$ cat config.mk
export PLATFORM = sky130hd
export DESIGN_NAME = uart_rx
export DESIGN_NICKNAME = d
export VERILOG_FILES = /design/src/rtl/uart_pkg.sv /design/src/rtl/uart_rx_sync.sv /design/src/rtl/uart_rx.sv
export SDC_FILE = /design/constraint.sdc
export NUM_CORES = 1
export LEC_CHECK = 0
export ABC_AREA = 0
export BUFFER_PORTS_ARGS = -buffer_cell sky130_fd_sc_hd__buf_2
export CAP_MARGIN = 40
export CORE_AREA = 2 2 56 63
export CTS_CLUSTER_DIAMETER = 30
export CTS_CLUSTER_SIZE = 40
export DETAILED_ROUTE_END_ITERATION = 8
export DIE_AREA = 0 0 58 65
export PLACE_DENSITY = 0.66
export SYNTH_ARGS = -nofsm -noshare
export SYNTH_HDL_FRONTEND = slang
export SYNTH_SLANG_ARGS = --single-unit
$ cat constraint.sdc
create_clock -name clk -period 2.4 [get_ports clk]
set_clock_uncertainty 0.2 [all_clocks]
set_input_delay 0.24 -clock clk [delete_from_list [all_inputs] [get_ports clk]]
set_output_delay 0.24 -clock clk [all_outputs]
set_load 0.005 [all_outputs]
$ cat src/rtl/uart_pkg.sv
// Shared UART definitions used by the receiver and transmitter.
package uart_pkg;

  localparam int unsigned UART_SAMPLES_PER_BIT = 16;
  localparam int unsigned UART_DATA_BITS       = 8;

  typedef enum logic [2:0] {IDLE, START, DATA, STOP, WAIT_IDLE} uart_rx_state_t;

endpackage

$ cat src/rtl/uart_rx_sync.sv
// Two-flop synchronizer for the serial input; resets to the idle (mark) level.
module uart_rx_sync (
  input  logic clk,
  input  logic rst_n,
  input  logic din,
  output logic dout
);

  logic [1:0] sync_q;

  always_ff @(posedge clk or negedge rst_n) begin
    if (!rst_n) begin
      sync_q <= 2'b11;
    end else begin
      sync_q <= {sync_q[0], din};
    end
  end

  assign dout = sync_q[1];

endmodule

$ cat src/rtl/uart_rx.sv
// 8N1 UART receiver, oversampled with majority vote at mid-bit, valid/ready output.
// Define UART_RX_SYNC_EN to pass serial_data through a 2-flop synchronizer.
module uart_rx
  import uart_pkg::*;
#(
  parameter int unsigned SAMPLES_PER_BIT = UART_SAMPLES_PER_BIT
) (
  input  logic                      clk,
  input  logic                      rst_n,
  input  logic                      sample_trigger,
  input  logic                      serial_data,
  output logic [UART_DATA_BITS-1:0] data,
  output logic                      valid,
  input  logic                      ready,
  output logic                      framing_error,
  output logic                      overrun
);

  localparam int unsigned CntW = $clog2(SAMPLES_PER_BIT);
  localparam int unsigned IdxW = $clog2(UART_DATA_BITS);
  localparam logic [CntW-1:0] VotePt  = CntW'(SAMPLES_PER_BIT / 2 + 1);
  localparam logic [CntW-1:0] LastCnt = CntW'(SAMPLES_PER_BIT - 1);
  localparam logic [IdxW-1:0] LastBit = IdxW'(UART_DATA_BITS - 1);

  logic line;

`ifdef UART_RX_SYNC_EN
  uart_rx_sync u_sync (
    .clk   (clk),
    .rst_n (rst_n),
    .din   (serial_data),
    .dout  (line)
  );
`else
  assign line = serial_data;
`endif

  uart_rx_state_t            state_q, state_d;
  logic [CntW-1:0]           scnt_q, scnt_d;
  logic [IdxW-1:0]           bit_idx_q, bit_idx_d;
  logic [UART_DATA_BITS-1:0] shift_q, shift_d;
  logic [UART_DATA_BITS-1:0] data_q, data_d;
  logic [1:0]                hist_q, hist_d;
  logic                      valid_q, valid_d;
  logic                      fe_q, fe_d;
  logic                      ov_q, ov_d;
  logic                      vote, at_vote, at_last, load;

  // hist_q holds the samples from the two previous triggers (scnt V-2, V-1 at the vote point)
  assign vote    = (hist_q[1] & hist_q[0]) | (hist_q[1] & line) | (hist_q[0] & line);
  assign at_vote = (scnt_q == VotePt);
  assign at_last = (scnt_q == LastCnt);

  always_comb begin
    state_d   = state_q;
    scnt_d    = scnt_q;
    bit_idx_d = bit_idx_q;
    shift_d   = shift_q;
    hist_d    = hist_q;
    load      = 1'b0;
    fe_d      = 1'b0;
    ov_d      = 1'b0;

    if (sample_trigger) begin
      hist_d = {hist_q[0], line};
      unique case (state_q)
        IDLE: begin
          if (!line) begin
            scnt_d  = CntW'(1);
            state_d = START;
          end
        end
        START: begin
          if (at_vote && vote) begin
            scnt_d  = '0;
            state_d = IDLE;
          end else if (at_last) begin
            scnt_d    = '0;
            bit_idx_d = '0;
            state_d   = DATA;
          end else begin
            scnt_d = scnt_q + 1'b1;
          end
        end
        DATA: begin
          if (at_vote) begin
            shift_d = {vote, shift_q[UART_DATA_BITS-1:1]};
          end
          if (at_last) begin
            scnt_d = '0;
            if (bit_idx_q == LastBit) begin
              state_d = STOP;
            end else begin
              bit_idx_d = bit_idx_q + 1'b1;
            end
          end else begin
            scnt_d = scnt_q + 1'b1;
          end
        end
        STOP: begin
          // Leave at mid-stop so the next start edge is caught despite clock skew
          if (at_vote) begin
            scnt_d = '0;
            if (vote) begin
              state_d = IDLE;
              if (!valid_q || ready) begin
                load = 1'b1;
              end else begin
                ov_d = 1'b1;
              end
            end else begin
              state_d = WAIT_IDLE;
              fe_d    = 1'b1;
            end
          end else begin
            scnt_d = scnt_q + 1'b1;
          end
        end
        WAIT_IDLE: begin
          if (line) begin
            state_d = IDLE;
          end
        end
        default: state_d = IDLE;
      endcase
    end

    if (load) begin
      valid_d = 1'b1;
    end else if (valid_q && ready) begin
      valid_d = 1'b0;
    end else begin
      valid_d = valid_q;
    end
    data_d = load ? shift_q : data_q;
  end

  always_ff @(posedge clk or negedge rst_n) begin
    if (!rst_n) begin
      state_q   <= IDLE;
      scnt_q    <= '0;
      bit_idx_q <= '0;
      shift_q   <= '0;
      hist_q    <= '0;
      data_q    <= '0;
      valid_q   <= 1'b0;
      fe_q      <= 1'b0;
      ov_q      <= 1'b0;
    end else begin
      state_q   <= state_d;
      scnt_q    <= scnt_d;
      bit_idx_q <= bit_idx_d;
      shift_q   <= shift_d;
      hist_q    <= hist_d;
      data_q    <= data_d;
      valid_q   <= valid_d;
      fe_q      <= fe_d;
      ov_q      <= ov_d;
    end
  end

  assign data          = data_q;
  assign valid         = valid_q;
  assign framing_error = fe_q;
  assign overrun       = ov_q;

endmodule

==> results of run 1 <==
==> how the worst min path moves through the flow <==
stage | from | endpoint | slack, ns | cells after the start
5_1_grt | serial_data | hist_q[0] | 0.06 | 2
2_1_floorplan | rst_n | bit_idx_q[0] | -0.26 | 0
4_1_cts | serial_data | hist_q[0] | 0.05 | 2
6_report | ready | overrun | 0.07 | 3
3_3_place_gp | rst_n | data[0] | 0.10 | 1
3_5_place_dp | rst_n | data[0] | 0.11 | 1
==> timing repair <==
| item | in CTS | in global routing |
|---|---|---|
| hold endpoints to repair | 32 | 0 |
| resized for setup | 0 | 0 |
| hold buffers | 2 | 0 |
==> through the flow <==
stage	area [µm²]	worst slack (ns)	hold WS, ns	utilization (%)	total power (W)
floorplan	1460	0.676	-0.256	-	0.000910
global placement	1570	0.569	0.102	49.0	0.000970
detailed placement	1570	0.556	0.112	49.0	0.000983
CTS	1640	0.493	0.0500	51.2	0.00128
global route	1640	0.362	0.0579	51.2	0.00135
finish	1640	0.473	0.0683	51.2	0.00125
==> worst max-delay path: cells and delay by family <==
kind | cells | cell delay [ns]
buffers and inverters | 2 | 0.71
muxes | 1 | 0.30
and+or+nand+nor | 3 | 0.68
==> cell families (layout without fill, tap and decap cells) <==
kind of cell             after synthesis  after routing  synth area share, %
AND/OR/NAND/NOR                       31             31                 13.5
multiplexers                          21             21                 16.0
adder cells (fa/ha/maj)                5              5                 4.20
AO/OA/AOI/OAI                         22             22                 10.1
flip-flops                            31             31                 53.1
buffers and inverters                 10             32                 3.08
==> registers in the layout, indices dropped and copies added (netlist names) <==
signal,count
state_q,3
data,8
valid,1
scnt_q,4
hist_q,2
framing_error,1
overrun,1
shift_q,8
bit_idx_q,3
==> power by group through the flow <==
| stage | Sequential [W] | Clock, W | Combinational [W] |
|---|---|---|---|
| after global placement | 0.000679 | 0 | 0.000291 |
| after floorplan | 0.000654 | 0 | 0.000256 |
| after CTS | 0.000670 | 0.000298 | 0.000308 |
| after detailed placement | 0.000681 | 0 | 0.000302 |
| final | 0.000671 | 0.000280 | 0.000302 |
| after global routing | 0.000686 | 0.000321 | 0.000347 |
==> metal layers <==
| metal | routed length (µm) | global-route usage [%] |
|---|---|---|
| met1 | 1020 | 16.8 |
| met2 | 1180 | 24.0 |
| met3 | 105 | 5.99 |
| met4 | 53 | 7.85 |
| met5 | 0 | 0 |
==> synth_stat cells (2+ instances only) <==
cell type	n	share of area [%]
mux2_2	19	15
nor3_1	2	0.69
buf_2	3	1.0
a21o_1	2	1.0
o31ai_1	2	1.0
dfrtp_1	31	53
nand3_1	2	0.69
inv_1	6	1.5
ha_1	4	3.4
nand2_1	11	2.8
a21oi_1	3	1.0
nand2b_1	4	1.7
o21ai_0	5	1.7
mux2i_1	2	1.4
a31oi_1	2	0.86
nor2_1	5	1.3
o41ai_1	2	1.2
==> layout make-up <==
class / count / area [µm²]
flip-flops and latches: 31 / 776
clock inverters: 1 / 5.00
fillers: 294 / 1560
clock buffers: 7 / 45.0
repair buffers: 18 / 103
multi-input cells: 79 / 639
well taps: 36 / 45.0
inverters: 6 / 22.5
==> results.json, run 1 <==
{
  "post-cts-setup-buffers": 0,
  "p_seq_share_pct": 53.5,
  "core_um2": 3190,
  "cts_max_level": 2,
  "syn_to_final_growth_pct": 12.0,
  "place_inst": 168,
  "relSlewSlack_pct": 55.2,
  "ys.flop_type": "dfrtp_1",
  "syn_inst": 120,
  "tightest_slew_ns": 0.672,
  "rsz0062_at_grt": "false",
  "final_cell_mix": "dfrtp_1, mux2_2, buf_2",
  "layout_commonest_cell": "dfrtp_1",
  "design.portCount": 16,
  "cpPeakStageDelay_ns": 0.52,
  "r2r-start": "scnt_q[1]",
  "grt_max_degree": 32,
  "track_usage_pct": 14.9,
  "setup_tns_ns": 0,
  "endpoint": "data[5]",
  "switchingPower_w": 0.000412,
  "comb_power_share_pct": 24.1,
  "vias": 985,
  "critPathKind": "in2reg",
  "grt_first_pass_wirelength_um": 4150,
  "crit_slowest_cell": "dlygate4sd3_1",
  "die_w_um": 58,
  "min_period_over_period_pct": 80.3,
  "port_buffers": 15,
  "clock.fmax_ghz": 0.519,
  "initial_utilization_pct": 45.7,
  "antenna_left": 0,
  "reg2regPathDepth": 6,
  "dpl.hpwl_um": 1680,
  "setup_viol": 0,
  "routedWlPerCell_um": 13.3,
  "synth.cell_area_um2": 1460,
  "status": "complete, no violations",
  "yosysSeqAreaShare_pct": 53.1,
  "wl_um": 2360,
  "viasPerCell": 5.53,
  "worst_ep_arrival_time_ns": 1.94,
  "r2r_slack_ns": 0.55,
  "p_per_area_nw_per_um2": 766,
  "drive_gt1_share_pct": 32.4,
  "final-hold-violation-count": 0,
  "avgSynthCellArea_um2": 12.2,
  "startpoint": "sample_trigger",
  "antenna_found_initial": 0,
  "drtIter0Drc": 9,
  "insertion_delay_ns": 0.33,
  "first_pass_iters": 4,
  "grt-ovfl-total": 0,
  "required_ns": 2.41,
  "async_flop_share_pct": 100,
  "finalMaxSlewViolations": 0,
  "ys_ff_latch": 31,
  "cp_max_fo": 10,
  "clock-sinks": 31,
  "switching_share_pct": 32.8,
  "ys_warn_count": 0,
  "max-cap-violations": 0,
  "path_cells": "dlygate4sd3_1 > buf_2 > nand2b_1 > nor3_4 > nand3_4 > mux2_2",
  "drc": 0,
  "p_leak_nw": 0.848,
  "clock_path_buffers": 2,
  "grt_pass1_vias": 962,
  "post_layout_nonfiller_instances": 178,
  "power.internal_w": 0.000842,
  "syn_nets": 129,
  "timing.rr.end": "data[5]",
  "die_area_um2": 3770,
  "die_y_um": 65,
  "cts_tree": "yes",
  "fin_crit_ns": 1.93,
  "synth-edff-count": 0,
  "clockRootBuffer": "clkbuf_4",
  "cts.clk_slew.worst_paths_ns": 0.08,
  "yosys.cell_types.count": 32,
  "nets": 150,
  "min_path_type": "in2reg",
  "antennaDiodeCount": 0,
  "p_clk_share_pct": 22.4,
  "worstSetupStartpointType": "input pin",
  "gp_congestion": 0.841,
  "ir_worst_vdd_v": 0.000504,
  "end_kind": "flop",
  "cts_buffers": 5,
  "rows": 22
}
No activity file was read; power rests on OpenSTA's default activity.
==> inputs of run 2 (changes only) <==
--- a/config.mk
+++ b/config.mk
@@ -5,15 +5,15 @@
 export SDC_FILE = /design/constraint.sdc
 export NUM_CORES = 1
 export LEC_CHECK = 0
-export ABC_AREA = 0
+export ABC_AREA = 1
 export BUFFER_PORTS_ARGS = -buffer_cell sky130_fd_sc_hd__buf_2
 export CAP_MARGIN = 40
-export CORE_AREA = 2 2 56 63
+export CORE_AREA = 2 2 58 65
 export CTS_CLUSTER_DIAMETER = 30
 export CTS_CLUSTER_SIZE = 40
 export DETAILED_ROUTE_END_ITERATION = 8
-export DIE_AREA = 0 0 58 65
-export PLACE_DENSITY = 0.66
+export DIE_AREA = 0 0 60 67
+export PLACE_DENSITY = 0.69
 export SYNTH_ARGS = -nofsm -noshare
 export SYNTH_HDL_FRONTEND = slang
 export SYNTH_SLANG_ARGS = --single-unit
==> constraint.sdc (replaced) <==
create_clock -name clk -period 1.6 [get_ports clk]
set_clock_uncertainty 0.2 [all_clocks]
set_input_delay 0.16 -clock clk [delete_from_list [all_inputs] [get_ports clk]]
set_output_delay 0.16 -clock clk [all_outputs]
set_load 0.005 [all_outputs]
==> results.json, run 2 <==
{
  "cts_tree": "yes",
  "grt_pass1_vias": 1372,
  "clock.fmax_ghz": 0.575,
  "cts_max_level": 2,
  "synth_mux_area_share_pct": 0,
  "die_w_um": 60,
  "place_area_um2": 1830,
  "ys.flop_type": "dfrtp_1",
  "crit_family": "simple AND/OR/NAND/NOR gates",
  "async_flop_share_pct": 100,
  "synth.cell_area_um2": 1590,
  "p_per_area_nw_per_um2": 1270,
  "final-hold-violation-count": 0,
  "worstSetupStartpointType": "flop",
  "yosysMostFrequentCell": "nand2_1",
  "port_buffers": 15,
  "antennaDiodeCount": 0,
  "rows": 22,
  "drc": 0,
  "cpPeakStageDelay_ns": 0.40,
  "die_area_um2": 4020,
  "switching_share_pct": 36.2,
  "ys_ff_latch": 31,
  "end_kind": "flop",
  "switchingPower_w": 0.000983,
  "synth-simple-area-share_pct": 29.5,
  "synthTopCellsByArea": "dfrtp_1, nand2_1, inv_1",
  "required_ns": 1.63,
  "synth_top_family_by_area": "simple AND/OR/NAND/NOR gates",
  "synth_top_area_share_pct": 48.7,
  "setup_tns_ns": -2.18,
  "power.internal_w": 0.00173,
  "design.portCount": 16,
  "first_pass_iters": 4,
  "clock-sinks": 31,
  "dpl.hpwl_um": 2180,
  "fin_crit_ns": 1.74,
  "yosysSeqAreaShare_pct": 48.7,
  "layout_commonest_cell": "nand2_1",
  "p_leak_nw": 1.09,
  "status": "finished with violations",
  "routedWlPerCell_um": 12.1,
  "syn_nets": 199,
  "drive_gt1_share_pct": 35.7,
  "min_period_over_period_pct": 109,
  "antenna_found_initial": 0,
  "final_util_pct": 64.5,
  "yosys.cell_types.count": 21,
  "clock_path_buffers": 2,
  "grt-ovfl-total": 0,
  "finalMaxSlewViolations": 0,
  "p_clk_share_pct": 23.7,
  "nets": 249,
  "insertion_delay_ns": 0.33,
  "final_cell_mix": "nand2_1, dfrtp_1, inv_1",
  "drtIter0Drc": 67,
  "gp_congestion": 0.826,
  "track_usage_pct": 20.7,
  "setup_viol": 27,
  "syn_inst": 190,
  "syn_to_final_growth_pct": 34.9,
  "min_path_type": "in2reg",
  "avgSynthCellArea_um2": 8.38,
  "vias": 1406,
  "relSlewSlack_pct": 74.2,
  "synth_fa_ha_area_share_pct": 3.14,
  "core_um2": 3330,
  "critPathKind": "reg2reg",
  "crit_slowest_cell": "dfrtp_1",
  "ys_warn_count": 0,
  "total_power_w": 0.00272,
  "cts.clk_slew.worst_paths_ns": 0.09,
  "postLayoutCellArea_um2": 2150,
  "netlist_top_cells_count": "nand2_1, dfrtp_1, inv_1",
  "cts_buffers": 5,
  "synth_largest_area_cell": "dfrtp_1",
  "synth-edff-count": 0,
  "die_y_um": 67,
  "timing.critical_path.buf_inv": 2,
  "worst_ep_arrival_time_ns": 1.77,
  "antenna_left": 0,
  "path_cells": "inv_1 > ha_2 > nand2_2 > nor2_4 > nand3_4 > buf_4 > nand3_4 > nand3_2 > nand2_1 > nand2_1",
  "p_seq_share_pct": 35.2,
  "wl_um": 3480,
  "tightest_slew_ns": 0.387,
  "synth_compound_area_share_pct": 9.75,
  "grt_max_degree": 32,
  "ir_worst_vdd_v": 0.000702,
  "initial_utilization_pct": 47.8,
  "grt_first_pass_wirelength_um": 6140,
  "clockRootBuffer": "clkbuf_4",
  "r2r_slack_ns": -0.14,
  "comb_power_share_pct": 41.0,
  "fin_ws_ns": -0.140,
  "viasPerCell": 4.87,
  "rsz0062_at_grt": "true",
  "max-cap-violations": 0,
  "violations": "setup timing",
  "cp_max_fo": 4,
  "synth_xor_xnor_area_share_pct": 1.10
}
run 2: stage by stage:
step,hold slack [ns],cells,worst slack (ns)
finish,0.0274,289,-0.140
global placement,-0.00516,268,-0.112
detailed placement,0.00513,268,-0.198
floorplan,-0.336,190,-0.0674
CTS,0.00919,288,-0.113
global route,0.0108,289,-0.246
run 2: cells by family after synthesis:
group,count (synthesis)
and+or+nand+nor,100
AOI/OAI and AO/OA,25
buffers and inverters,28
xor gates and xnor gates,2
DFF,31
adders and majority gates,4
run 2: layout make-up:
cell class / count / area (µm²)
sequential: 31 / 776
clock buffer: 6 / 51.3
clock inverter: 2 / 35.0
inverter: 25 / 93.8
tap: 48 / 60.1
timing repair buffer: 44 / 317
fill: 281 / 1180
multi-input combinational: 133 / 815
run 2: final timing paths:
path	start	to	cells past startpoint
max in group asynchronous	rst_n	bit_idx_q[1]	3
max	scnt_q[1]	state_q[1]	10
min	sample_trigger	hist_q[0]	2
min reg2reg	hist_q[0]	hist_q[1]	2
min in group asynchronous	rst_n	data[6]	3
max reg2reg	scnt_q[1]	state_q[1]	10
run 2: timing repair:
action	CTS	global route
buffers inserted	5	1
hold buffers	5	0
endpoints found under the setup margin	27	28
hold endpoints to repair	35	0
gates resized for setup	21	13
gates cloned	2	0
pin swaps	4	5
run 2: power groups by stage:
| stage | clock, W | sequential (W) | combinational [W] |
|---|---|---|---|
| finish | 0.000645 | 0.000957 | 0.00111 |
| global route | 0.000712 | 0.000972 | 0.00125 |
| CTS | 0.000667 | 0.000947 | 0.00103 |
| detailed placement | 0 | 0.000961 | 0.000839 |
| global placement | 0 | 0.000961 | 0.000826 |
| floorplan | 0 | 0.000950 | 0.000493 |
run 2: layer usage:
layer  wire (µm)  GRT usage (%)
met5           0              0
met2        1780           35.9
met4          85           7.78
met3         115           6.41
met1        1500           23.4
==> inputs of run 3 (changes only) <==
--- a/config.mk
+++ b/config.mk
@@ -5,15 +5,14 @@
 export SDC_FILE = /design/constraint.sdc
 export NUM_CORES = 1
 export LEC_CHECK = 0
-export ABC_AREA = 1
 export BUFFER_PORTS_ARGS = -buffer_cell sky130_fd_sc_hd__buf_2
 export CAP_MARGIN = 40
-export CORE_AREA = 2 2 58 65
+export CORE_AREA = 2 2 56 63
 export CTS_CLUSTER_DIAMETER = 30
 export CTS_CLUSTER_SIZE = 40
 export DETAILED_ROUTE_END_ITERATION = 8
-export DIE_AREA = 0 0 60 67
-export PLACE_DENSITY = 0.69
+export DIE_AREA = 0 0 58 65
+export PLACE_DENSITY = 0.68
 export SYNTH_ARGS = -nofsm -noshare
 export SYNTH_HDL_FRONTEND = slang
 export SYNTH_SLANG_ARGS = --single-unit
==> results.json, run 3 (same netlist as run 1, synthesis figures left out) <==
{
  "routedWlPerCell_um": 16.6,
  "required_ns": 1.63,
  "port_buffers": 15,
  "status": "finished with violations",
  "ir_worst_vdd_v": 0.00105,
  "core_um2": 3190,
  "drive_gt1_share_pct": 53.9,
  "drc": 0,
  "p_per_area_nw_per_um2": 1270,
  "cts.clk_slew.worst_paths_ns": 0.10,
  "end_kind": "flop",
  "p_leak_nw": 1.04,
  "use_met3_pct": 5.39,
  "viasPerCell": 5.54,
  "track_usage_pct": 19.8,
  "vias": 1124,
  "cts_buffers": 5,
  "worst_ep_arrival_time_ns": 1.79,
  "place_area_um2": 1750,
  "drtIter0Drc": 37,
  "final_util_pct": 63.6,
  "die_area_um2": 3770,
  "min_period_over_period_pct": 110,
  "cts_tree": "yes",
  "grt_first_pass_wirelength_um": 5550,
  "grt-ovfl-total": 0,
  "initial_utilization_pct": 45.7,
  "whs_ns": 0.0167,
  "critPathKind": "reg2reg",
  "total_power_w": 0.00258,
  "fin_ws_ns": -0.156,
  "cp_max_fo": 4,
  "globalRouteMet1Util_pct": 21.7,
  "first_pass_iters": 6,
  "antennaDiodeCount": 0,
  "die_w_um": 58,
  "busiest_layer": "met2",
  "nets": 175,
  "clock-sinks": 31,
  "max-cap-violations": 0,
  "rsz0062_at_grt": "true",
  "dpl.hpwl_um": 2160,
  "worstSetupStartpointType": "flop",
  "antenna_found_initial": 0,
  "postLayoutCellArea_um2": 2030,
  "tightest_slew_ns": 0.684,
  "final-hold-violation-count": 0,
  "syn_to_final_growth_pct": 39.1,
  "violations": "setup timing",
  "grt_max_degree": 32,
  "met2_usage_pct": 34.9,
  "fin_crit_ns": 1.76,
  "die_y_um": 65,
  "rows": 22,
  "design.portCount": 16,
  "clock_path_buffers": 2,
  "layout_commonest_cell": "dfrtp_1",
  "gp_congestion": 0.857,
  "antenna_left": 0,
  "insertion_delay_ns": 0.34,
  "wl_um": 3370,
  "setup_viol": 24,
  "relSlewSlack_pct": 54.4,
  "finalMaxSlewViolations": 0,
  "clockRootBuffer": "clkbuf_4",
  "cts_max_level": 2,
  "clock.fmax_ghz": 0.570,
  "grt_pass1_vias": 1184,
  "final_cell_mix": "dfrtp_1, buf_4, buf_2",
  "min_path_type": "in2reg"
}
[run 3: power by group]
| group | internal (W) | switching (W) | leakage [nW] | total (W) |
|---|---|---|---|---|
| Combinational | 0.000472 | 0.000451 | 0.592 | 0.000923 |
| Clock | 0.000369 | 0.000276 | 0.0482 | 0.000645 |
| Sequential | 0.000885 | 0.000125 | 0.397 | 0.00101 |
[run 3: metal layers]
layer	wire length [µm]	vias to the layer above
li1	-	527
met1	1360	563
met2	1840	26
met3	106	8
met4	64	0
met5	0	-
[run 3: timing repair]
| item | CTS | global route |
|---|---|---|
| setup endpoints to repair | 27 | 27 |
| gates resized for setup | 21 | 15 |
| setup buffers | 0 | 2 |
| endpoints found under the hold margin | 34 | 0 |
| pin swaps | 2 | 3 |
| hold buffers | 3 | 0 |
[run 3: area by class of cell]
type,instances,area (µm²)
Fill cell,263,1160
Multi-Input combinational cell,79,786
Sequential cell,31,778
Timing Repair Buffer,43,313
Clock buffer,6,51.3
Tap cell,36,45.0
Clock inverter,2,35.0
Inverter,6,22.5
[run 3: final timing paths]
| check | from | to | slack, ns | cells past startpoint |
|---|---|---|---|---|
| min in group asynchronous | rst_n | scnt_q[3] | 0.18 | 2 |
| worst max register to register | scnt_q[1] | scnt_q[3] | -0.16 | 6 |
| max in group asynchronous | rst_n | scnt_q[0] | 0.53 | 2 |
| worst min-delay path | serial_data | hist_q[0] | 0.02 | 3 |
| worst max-delay path | scnt_q[1] | scnt_q[3] | -0.16 | 6 |
| worst min register to register | data[0] | data[0] | 0.31 | 1 |
[run 3: worst max-delay path, cell delays in order (launching register included)]
cell and delay (ns):
dfrtp_1 0.37, buf_4 0.12, ha_2 0.20, nand3_2 0.12, o211a_1 0.29, a31oi_4 0.25, o31ai_1 0.10
[run 3: metrics by stage]
stage	TNS, ns	cells	setup slack [ns]
3_5_place_dp	-2.66	190	-0.165
3_3_place_gp	-1.83	190	-0.139
4_1_cts	-2.17	201	-0.138
6_report	-2.43	203	-0.156
2_1_floorplan	-0.945	120	-0.101
5_1_grt	-3.86	203	-0.198
